===== src/rtl/mcac_cu_pkg.sv =====
// Shared definitions for the mcac_sr multi-channel control unit.
//   - cu_state_e : sequencer FSM state encoding
//   - DEF_*      : default channel/step/watchdog sizing
package mcac_cu_pkg;

  localparam int DEF_NUM_CH    = 32;
  localparam int DEF_CH_W      = 5;
  localparam int DEF_NUM_STEPS = 8;
  localparam int DEF_STEP_W    = 3;
  localparam int DEF_WDOG      = 255;

  typedef enum logic [2:0] {
    ST_IDLE  = 3'd0,
    ST_SCAN  = 3'd1,
    ST_LOAD  = 3'd2,
    ST_START = 3'd3,
    ST_WAIT  = 3'd4,
    ST_STORE = 3'd5
  } cu_state_e;

endpackage


===== src/rtl/cu_wdog_cnt.sv =====
// Watchdog counter for datapath step completion.
//   clk, reset : clock, synchronous active-high reset
//   clr        : zero the count (takes priority over en)
//   en         : count one cycle of waiting
//   expire     : high in the WDOG-th consecutive enabled cycle after a clear
module cu_wdog_cnt #(
  parameter int WDOG = 255
) (
  input  logic clk,
  input  logic reset,
  input  logic clr,
  input  logic en,
  output logic expire
);

  localparam int CW = (WDOG < 1) ? 1 : $clog2(WDOG + 1);

  logic [CW-1:0] cnt_q, cnt_d;

  // Saturates at WDOG so a stalled waiter cannot wrap and re-fire.
  always_comb begin
    cnt_d = cnt_q;
    if (clr)
      cnt_d = '0;
    else if (en && (cnt_q != CW'(WDOG)))
      cnt_d = cnt_q + CW'(1);
  end

  // Fires on the cycle that would bring the count to WDOG, so the
  // caller can act in the same cycle as the final wait cycle.
  assign expire = en && !clr && (cnt_q == CW'(WDOG - 1));

  always_ff @(posedge clk) begin
    if (reset) cnt_q <= '0;
    else       cnt_q <= cnt_d;
  end

endmodule


===== src/rtl/cu_mchan_seq.sv =====
// Multi-channel control unit for the mcac_sr codec. Each frame_sync walks
// all channels enabled at frame start; for each: load state, run NUM_STEPS
// datapath steps, store state. Detects overrun and datapath stalls.
//   clk, reset            : clock, synchronous active-high reset
//   scan_in0/scan_enable  : DFT scan hooks, unused functionally
//   scan_out0             : DFT scan output, tied low in RTL
//   frame_sync            : start-of-frame pulse
//   ch_en, ch_mode        : per-channel enable / mode (1 = decode), sampled at frame start
//   dp_done               : datapath step complete
//   clr_err               : clear sticky error flags
//   ch_idx, step, mode    : current channel, step, channel mode
//   st_rd, st_wr          : state-memory read/write strobes
//   dp_start              : datapath step start pulse
//   busy                  : frame in progress
//   err_ovr, err_wdog     : sticky overrun / watchdog flags
module cu_mchan_seq
  import mcac_cu_pkg::*;
#(
  parameter int NUM_CH    = DEF_NUM_CH,
  parameter int CH_W      = DEF_CH_W,
  parameter int NUM_STEPS = DEF_NUM_STEPS,
  parameter int STEP_W    = DEF_STEP_W,
  parameter int WDOG      = DEF_WDOG
) (
  input  logic              clk,
  input  logic              reset,
  input  logic              scan_in0,
  input  logic              scan_enable,
  output logic              scan_out0,
  input  logic              frame_sync,
  input  logic [NUM_CH-1:0] ch_en,
  input  logic [NUM_CH-1:0] ch_mode,
  input  logic              dp_done,
  input  logic              clr_err,
  output logic [CH_W-1:0]   ch_idx,
  output logic [STEP_W-1:0] step,
  output logic              mode,
  output logic              st_rd,
  output logic              st_wr,
  output logic              dp_start,
  output logic              busy,
  output logic              err_ovr,
  output logic              err_wdog
);

  cu_state_e         state_q, state_d;
  logic [CH_W-1:0]   ch_idx_q, ch_idx_d;
  logic [STEP_W-1:0] step_q, step_d;
  logic              mode_q, mode_d;
  logic [NUM_CH-1:0] en_mask_q, en_mask_d;
  logic [NUM_CH-1:0] mode_mask_q, mode_mask_d;
  logic              st_rd_q, st_rd_d;
  logic              st_wr_q, st_wr_d;
  logic              dp_start_q, dp_start_d;
  logic              busy_q, busy_d;
  logic              err_ovr_q, err_ovr_d;
  logic              err_wdog_q, err_wdog_d;

  logic wdog_expire;
  logic wdog_set;
  logic last_ch;
  logic last_step;
  logic unused_scan;

  assign unused_scan = scan_in0 ^ scan_enable;
  assign scan_out0   = 1'b0;

  cu_wdog_cnt #(.WDOG(WDOG)) u_wdog (
    .clk    (clk),
    .reset  (reset),
    .clr    (state_q == ST_START),
    .en     (state_q == ST_WAIT),
    .expire (wdog_expire)
  );

  assign last_ch   = (ch_idx_q == CH_W'(NUM_CH - 1));
  assign last_step = (step_q == STEP_W'(NUM_STEPS - 1));

  always_comb begin
    state_d     = state_q;
    ch_idx_d    = ch_idx_q;
    step_d      = step_q;
    mode_d      = mode_q;
    en_mask_d   = en_mask_q;
    mode_mask_d = mode_mask_q;
    wdog_set    = 1'b0;

    case (state_q)
      ST_IDLE: begin
        if (frame_sync) begin
          en_mask_d   = ch_en;
          mode_mask_d = ch_mode;
          ch_idx_d    = '0;
          state_d     = ST_SCAN;
        end
      end
      ST_SCAN: begin
        if (en_mask_q[ch_idx_q]) begin
          mode_d  = mode_mask_q[ch_idx_q];
          step_d  = '0;
          state_d = ST_LOAD;
        end else if (last_ch) begin
          state_d = ST_IDLE;
        end else begin
          ch_idx_d = ch_idx_q + CH_W'(1);
        end
      end
      ST_LOAD:  state_d = ST_START;
      ST_START: state_d = ST_WAIT;
      ST_WAIT: begin
        // dp_done is checked first so a completion on the expiry cycle wins.
        if (dp_done) begin
          if (last_step) begin
            state_d = ST_STORE;
          end else begin
            step_d  = step_q + STEP_W'(1);
            state_d = ST_START;
          end
        end else if (wdog_expire) begin
          // Abandon the channel without writing back its state.
          wdog_set = 1'b1;
          if (last_ch) begin
            state_d = ST_IDLE;
          end else begin
            ch_idx_d = ch_idx_q + CH_W'(1);
            state_d  = ST_SCAN;
          end
        end
      end
      ST_STORE: begin
        if (last_ch) begin
          state_d = ST_IDLE;
        end else begin
          ch_idx_d = ch_idx_q + CH_W'(1);
          state_d  = ST_SCAN;
        end
      end
      default: state_d = ST_IDLE;
    endcase

    // Strobes are registered from the next state, so each is high exactly
    // during the cycle the FSM sits in the corresponding state.
    st_rd_d    = (state_d == ST_LOAD);
    st_wr_d    = (state_d == ST_STORE);
    dp_start_d = (state_d == ST_START);
    busy_d     = (state_d != ST_IDLE);

    // Sticky flags: a set in the same cycle as clr_err survives.
    err_ovr_d  = (clr_err ? 1'b0 : err_ovr_q)
               | (frame_sync && (state_q != ST_IDLE));
    err_wdog_d = (clr_err ? 1'b0 : err_wdog_q) | wdog_set;
  end

  always_ff @(posedge clk) begin
    if (reset) begin
      state_q     <= ST_IDLE;
      ch_idx_q    <= '0;
      step_q      <= '0;
      mode_q      <= 1'b0;
      en_mask_q   <= '0;
      mode_mask_q <= '0;
      st_rd_q     <= 1'b0;
      st_wr_q     <= 1'b0;
      dp_start_q  <= 1'b0;
      busy_q      <= 1'b0;
      err_ovr_q   <= 1'b0;
      err_wdog_q  <= 1'b0;
    end else begin
      state_q     <= state_d;
      ch_idx_q    <= ch_idx_d;
      step_q      <= step_d;
      mode_q      <= mode_d;
      en_mask_q   <= en_mask_d;
      mode_mask_q <= mode_mask_d;
      st_rd_q     <= st_rd_d;
      st_wr_q     <= st_wr_d;
      dp_start_q  <= dp_start_d;
      busy_q      <= busy_d;
      err_ovr_q   <= err_ovr_d;
      err_wdog_q  <= err_wdog_d;
    end
  end

  assign ch_idx   = ch_idx_q;
  assign step     = step_q;
  assign mode     = mode_q;
  assign st_rd    = st_rd_q;
  assign st_wr    = st_wr_q;
  assign dp_start = dp_start_q;
  assign busy     = busy_q;
  assign err_ovr  = err_ovr_q;
  assign err_wdog = err_wdog_q;

endmodule


===== config.mk =====
export PLATFORM = sky130hd
export DESIGN_NAME = cu_mchan_seq
export DESIGN_NICKNAME = d
export VERILOG_FILES = /design/src/rtl/mcac_cu_pkg.sv /design/src/rtl/cu_wdog_cnt.sv /design/src/rtl/cu_mchan_seq.sv
export SDC_FILE = /design/constraint.sdc
export NUM_CORES = 1
export LEC_CHECK = 0
export BUFFER_PORTS_ARGS = -buffer_cell sky130_fd_sc_hd__buf_2
export CAP_MARGIN = 40
export CORE_MARGIN = 2
export CORE_UTILIZATION = 49
export CTS_BUF_LIST = sky130_fd_sc_hd__clkbuf_8 sky130_fd_sc_hd__clkbuf_16
export DETAILED_ROUTE_END_ITERATION = 6
export PLACE_DENSITY = 0.76
export SLEW_MARGIN = 20
export SYNTH_ARGS = -nofsm -noshare
export SYNTH_HDL_FRONTEND = slang
export SYNTH_HIERARCHICAL = 1
export SYNTH_SLANG_ARGS = --single-unit

===== constraint.sdc =====
create_clock -name clk -period 2.53 [get_ports clk]
set_input_delay 0.1265 -clock clk [delete_from_list [all_inputs] [get_ports clk]]
set_output_delay 0.1265 -clock clk [all_outputs]
set_load 0.05 [all_outputs]

Yosys cells after proc, flatten, opt, wreduce, memory -nomap -nowiden
Index checks and enable logic that the tools add are counted.
{ "totals": {"output_inout_bits": 16, "elab_cells": 80, "input_bits": 71, "ff_bits": 90} }
{ "classes": {"n_eq_ne": 19, "n_addsub": 3, "bitwise_logic": 2, "n_lt_le_gt_ge": 1, "mux": 27, "reduce_logical": 15} }
{ "op_table": {"columns": ["cell", "n"], "rows": [
  ["2-to-1 mux 3 bit", 9],
  ["2-to-1 mux 5 bit", 5],
  ["case mux 5 bit (4 select lines)", 1],
  ["case mux 3 bit (6 select lines)", 1],
  ["inequality test 2 bit, second input constant", 7],
  ["equality test 3 x 2 -> 1 bit, second input constant", 4],
  ["equality test 3 bit, second input constant", 4],
  ["binary-select mux 1 bit (select 5 bit)", 2],
  ["adder 8 x 1 -> 8 bit, second input constant", 1],
  ["equality test 8 bit, second input constant", 1],
  ["2-to-1 mux 1 bit", 8],
  ["inequality test 8 bit, second input constant", 1],
  ["< comparator 5 x 6 -> 1 bit, second input constant", 1],
  ["case mux 3 bit (2 select lines)", 1],
  ["nonzero test 3 bit", 2],
  ["adder 5 x 1 -> 5 bit, second input constant", 1],
  ["equality test 5 bit, second input constant", 1],
  ["AND reduction 5 bit", 1],
  ["logical AND 1 bit", 4],
  ["AND reduction 2 bit", 2],
  ["AND reduction 4 bit", 1],
  ["nonzero test 4 bit", 1],
  ["adder 3 x 1 -> 3 bit, second input constant", 1],
  ["equality test 3 x 1 -> 1 bit, second input constant", 1],
  ["other kinds (5)", 6]
]} }

Logic depth before layout (Yosys ltp)
{ "depth": {"ltp_word": 8, "depth_mapped": 12, "depth_no_buf": 11} }

Modules after synthesis
Netlist, hierarchy kept.
{ "by_module_without_submodules": {"columns": ["module", "cells_each", "area_each_um2", "instances", "seq_area_each_um2"], "rows": [
  ["cu_mchan_seq", 440, 3648.5, 1, 1641.6],
  ["cu_wdog_cnt", 51, 447.9, 1, 160.2]
]} }

Least setup slack after synthesis
No wires, ideal clock.
{ "synth_path": {"path_type": "register to register", "startpoint": "register state_q[1]", "endpoint": "register ch_idx_q[3], in the netlist ch_idx[3]", "synth_period_minus_slack_ns": 2.552, "path_buffers": 1, "setup_ns": 0.133, "t_required_ns": 2.397, "setup_slack_ns": -0.022, "t_arrival_ns": 2.419, "path_stages_with_launch": 13, "cell_sequence": "dfxtp_1 -> clkbuf_1 -> inv_1 -> nand2_1 -> nor2_1 -> nand4_1 -> nor3b_1 -> nand3b_1 -> a21oi_1 -> and4_1 -> o221ai_1 -> a22oi_1 -> a211oi_1"} }
{ "synth_between": {"elab_chain_len": 6, "word_cells_on_any_way": 15} }
{ "synth_rtl": {"columns": ["element", "line_no", "rtl"], "rows": [
  ["start: declaration", "cu_mchan_seq.sv:46", "cu_state_e state_q, state_d;"],
  ["start signal: assignment", "cu_mchan_seq.sv:169", "state_q <= state_d;"],
  ["equality test 3 x 2 -> 1 bit", "cu_mchan_seq.sv:71", ".clr (state_q == ST_START),"],
  ["zero test 1 bit", "cu_wdog_cnt.sv:31", "assign expire = en && !clr && (cnt_q == CW'(WDOG - 1));"],
  ["logical AND 1 bit * (2 in a row)", "cu_wdog_cnt.sv:31", null],
  ["named net wdog_expire", "cu_mchan_seq.sv:59", "logic wdog_expire;"],
  ["inequality test 2 bit (no line) *", null, null],
  ["AND reduction 5 bit (no line) *", null, null],
  ["end signal: assignment", "cu_mchan_seq.sv:170", "ch_idx_q <= ch_idx_d;"],
  ["end: declaration", "cu_mchan_seq.sv:47", "logic [CH_W-1:0] ch_idx_q, ch_idx_d;"]
]} }
The timed path passes the listed nets; every way through them passes the cells marked *.
A chain may end at the register's enable or synchronous reset.

Worst setup path in the final report
Same ends and word-level chain as after synthesis.

==> flow_metrics.env <==
export IMPL_synth_top_area_share_pct=44.0
export IMPL_synth_most_common_cell="nand2_1"
export IMPL_syn_area_per_cell_sq_um=8.34
export IMPL_fillerInstances=717
export IMPL_post_route_drc_count=0
export IMPL_hold_class="input pin to register"
export IMPL_worstSetupEndpointType="register"
export IMPL_synth_area_leaders="dfxtp_1, nand2_1, a21oi_1"
export IMPL_yosysSeqAreaShare_pct=44.0
export IMPL_clkTransAtPathRegs_ps=100
export IMPL_synth_cell_types=43
export IMPL_io_buffers=83
export IMPL_synth_flop_cell="dfxtp_1"
export IMPL_clockBufferDepth=2
export IMPL_grt_use_total_pct=21.8
export IMPL_met1_usage_pct=29.2
export IMPL_p_leak_nw=2.06
export IMPL_syn_nets=568
export IMPL_required_ps=2760
export IMPL_slew_limit_headroom_pct=49.4
export IMPL_overflow=0
export IMPL_wirelength_um=9360
export IMPL_worst_slew_pin_slew_ps=749
export IMPL_worst_setup_path_start_kind="register"
export IMPL_finalCritPeriodShare_pct=89.2
export IMPL_fin_setup_tns_ps=0
export IMPL_finalNetCount=676
export IMPL_synth_seq_cells=90
export IMPL_peakVddDrop_v=0.000349
export IMPL_fmax_mhz=443
export IMPL_gp_congestion=0.878
export IMPL_synth_area_sq_mm=0.00410
export IMPL_pin_count=87
export IMPL_status="finished clean"
export IMPL_met3_usage_pct=4.58
export IMPL_final_setup_viol_count=0
export IMPL_antenna_found_initial=0
export IMPL_dieArea_sq_mm=0.00911
export IMPL_cts_root_buffer="clkbuf_8"
export IMPL_drive_gt1_share_pct=20.4
export IMPL_avgViaCountPerCell=5.32
export IMPL_cap_violations=0
export IMPL_hold_violations=0
export IMPL_cp_arrival_ps=2480
export IMPL_core_sq_mm=0.00818
export IMPL_detail_route_wl_per_cell_um=13.2
export IMPL_rows=33
export IMPL_synth_top_area_cell="dfxtp_1"
export IMPL_vias=3769
export IMPL_cts_sinks=90
export IMPL_syn2layout_area_growth_pct=25.6
export IMPL_detail_route_antenna_nets=0
export IMPL_grt_pass1_wl_um=15700
export IMPL_synthCells=491
export IMPL_async_reset_ff_share_pct=0
export IMPL_grt_busiest_layer="met2"
export IMPL_hpwl_um=6320
export IMPL_grt_use_met2_pct=35.4
export IMPL_initial_utilization_pct=50.1
export IMPL_setup_slack_ps=272
export IMPL_die_h_um=95.4
export IMPL_yosys_top_cells_count="nand2_1, dfxtp_1, a21oi_1"
export IMPL_ys_warn_count=6
export IMPL_grt_setup_unrepaired="false"
export IMPL_multi_input_comb_area_sq_mm=0.00211
export IMPL_crit_type="register to register"
export IMPL_num_antenna_cells=0
export IMPL_period_needed_ps=2260
export IMPL_synth_edf_count=0
export IMPL_p_per_area_mw_per_mm2=600
export IMPL_clk_latency_ps=360
export IMPL_grt_max_degree=65
export IMPL_drt_iter0_drc=166
export IMPL_cts_tree="done"
export IMPL_design_power_total_mw=3.09
export IMPL_finalMaxSlewViolations=0
export IMPL_dr_pass1_iters=4
export IMPL_skew_ps=14.3
export IMPL_postCtsResizedCells=0
export IMPL_register_area_sq_mm=0.00180
export IMPL_fp_dieW_um=95.4
export IMPL_whs_ps=10.4
export IMPL_cp_max_fo=6
export IMPL_cts_htree_levels=3
export IMPL_pre_cts_slack_ps=309
export IMPL_grt_pass1_vias=3477
export IMPL_numCtsBuffers=9
==> metal layers <==
| layer | vias to the layer above | wire, um |
|---|---|---|
| met3 | 11 | 444 |
| li1 | 1912 | - |
| met2 | 94 | 4470 |
| met1 | 1752 | 4330 |
| met4 | 0 | 113 |
| met5 | - | 0 |
==> power by group <==
part           internal (mW)  switching (mW)
clock network          0.457           0.501
logic                  0.241           0.325
registers               1.51          0.0512
total                   2.21           0.878
==> cell families after synthesis <==
kind of cell / count (synthesis) / synth area share [%]
adder cells (fa/ha/maj): 6 / 1.83
other: 1 / 0.0915
AO/OA/AOI/OAI: 111 / 15.4
XOR/XNOR: 1 / 0.214
flip-flops: 90 / 44.0
buffers and inverters: 41 / 4.80
AND/OR/NAND/NOR: 208 / 22.3
multiplexers: 33 / 11.4
==> final cells by class <==
cell class              count  share of cell area [%]
repair buffers            133                    17.4
well taps                 105                    2.55
flip-flops and latches     90                    35.0
clock buffers               9                    2.41
inverters                   5                   0.365
multi-input cells         360                    40.9
clock inverters             7                    1.36
==> flip-flops by register name, summed over array words and instances (netlist names) <==
signal        flops
busy              1
ch_idx            5
dp_start          1
en_mask_q        32
err_ovr           1
err_wdog          1
mode              1
mode_mask_q      32
st_rd             1
st_wr             1
state_q           3
step              3
u_wdog/cnt_q      8
==> critical path, stage by stage, from the launching register on <==
cell      delay, ps
dfxtp_1         320
inv_1           170
nand2_1         140
nor2_2          120
nand4_1         110
nor3b_1         300
nand3b_1        120
a21oi_1         180
and4_1          240
o221ai_1        130
a22oi_1         210
a211oi_1         90
==> layout by cell type, fill, tap and decap left out, types with 2 or more instances in the layout <==
| cell type | count |
|---|---|
| and3_1 | 2 |
| a311oi_1 | 2 |
| a21oi_1 | 81 |
| a211oi_1 | 6 |
| and4_1 | 5 |
| mux4_1 | 3 |
| dfxtp_1 | 90 |
| nand3b_1 | 3 |
| nor2b_1 | 4 |
| ha_1 | 6 |
| or3_1 | 3 |
| o211ai_1 | 3 |
| nand4_1 | 2 |
| buf_4 | 13 |
| clkinvlp_4 | 2 |
| nand2b_1 | 8 |
| buf_2 | 83 |
| nor2_1 | 14 |
| inv_1 | 7 |
| mux2i_1 | 23 |
| nor4b_1 | 2 |
| dlygate4sd3_1 | 36 |
| a31oi_1 | 3 |
| nor3_1 | 5 |
| clkbuf_8 | 9 |
| inv_6 | 2 |
| o21ai_0 | 4 |
| nand3_1 | 11 |
| nand2_1 | 142 |
| a22oi_1 | 5 |
| mux4_2 | 7 |
==> what timing repair did <==
action / CTS / global route
endpoints found under the setup margin: 0 / 0
buffers inserted: 0 / 0
endpoints found under the hold margin: 36 / 0
hold buffers: 36 / 0
==> path summary, 6_finish.rpt <==
path / start / endpoint / slack, ps / depth (start not counted)
max reg2reg: state_q[1] / ch_idx[3] / 270 / 11
min: ch_en[21] / en_mask_q[21] / 10 / 3
max: state_q[1] / ch_idx[3] / 270 / 11
min reg2reg: mode_mask_q[30] / mode_mask_q[30] / 460 / 2
==> per-stage QoR <==
stage	util, %	instance area [sq um]	cells
floorplan	-	4100	491
global placement	56.2	4590	657
detailed placement	56.2	4590	657
CTS	62.9	5150	709
global route	62.9	5150	709
finish	62.9	5150	709
(Power assumes the default switching activity.)
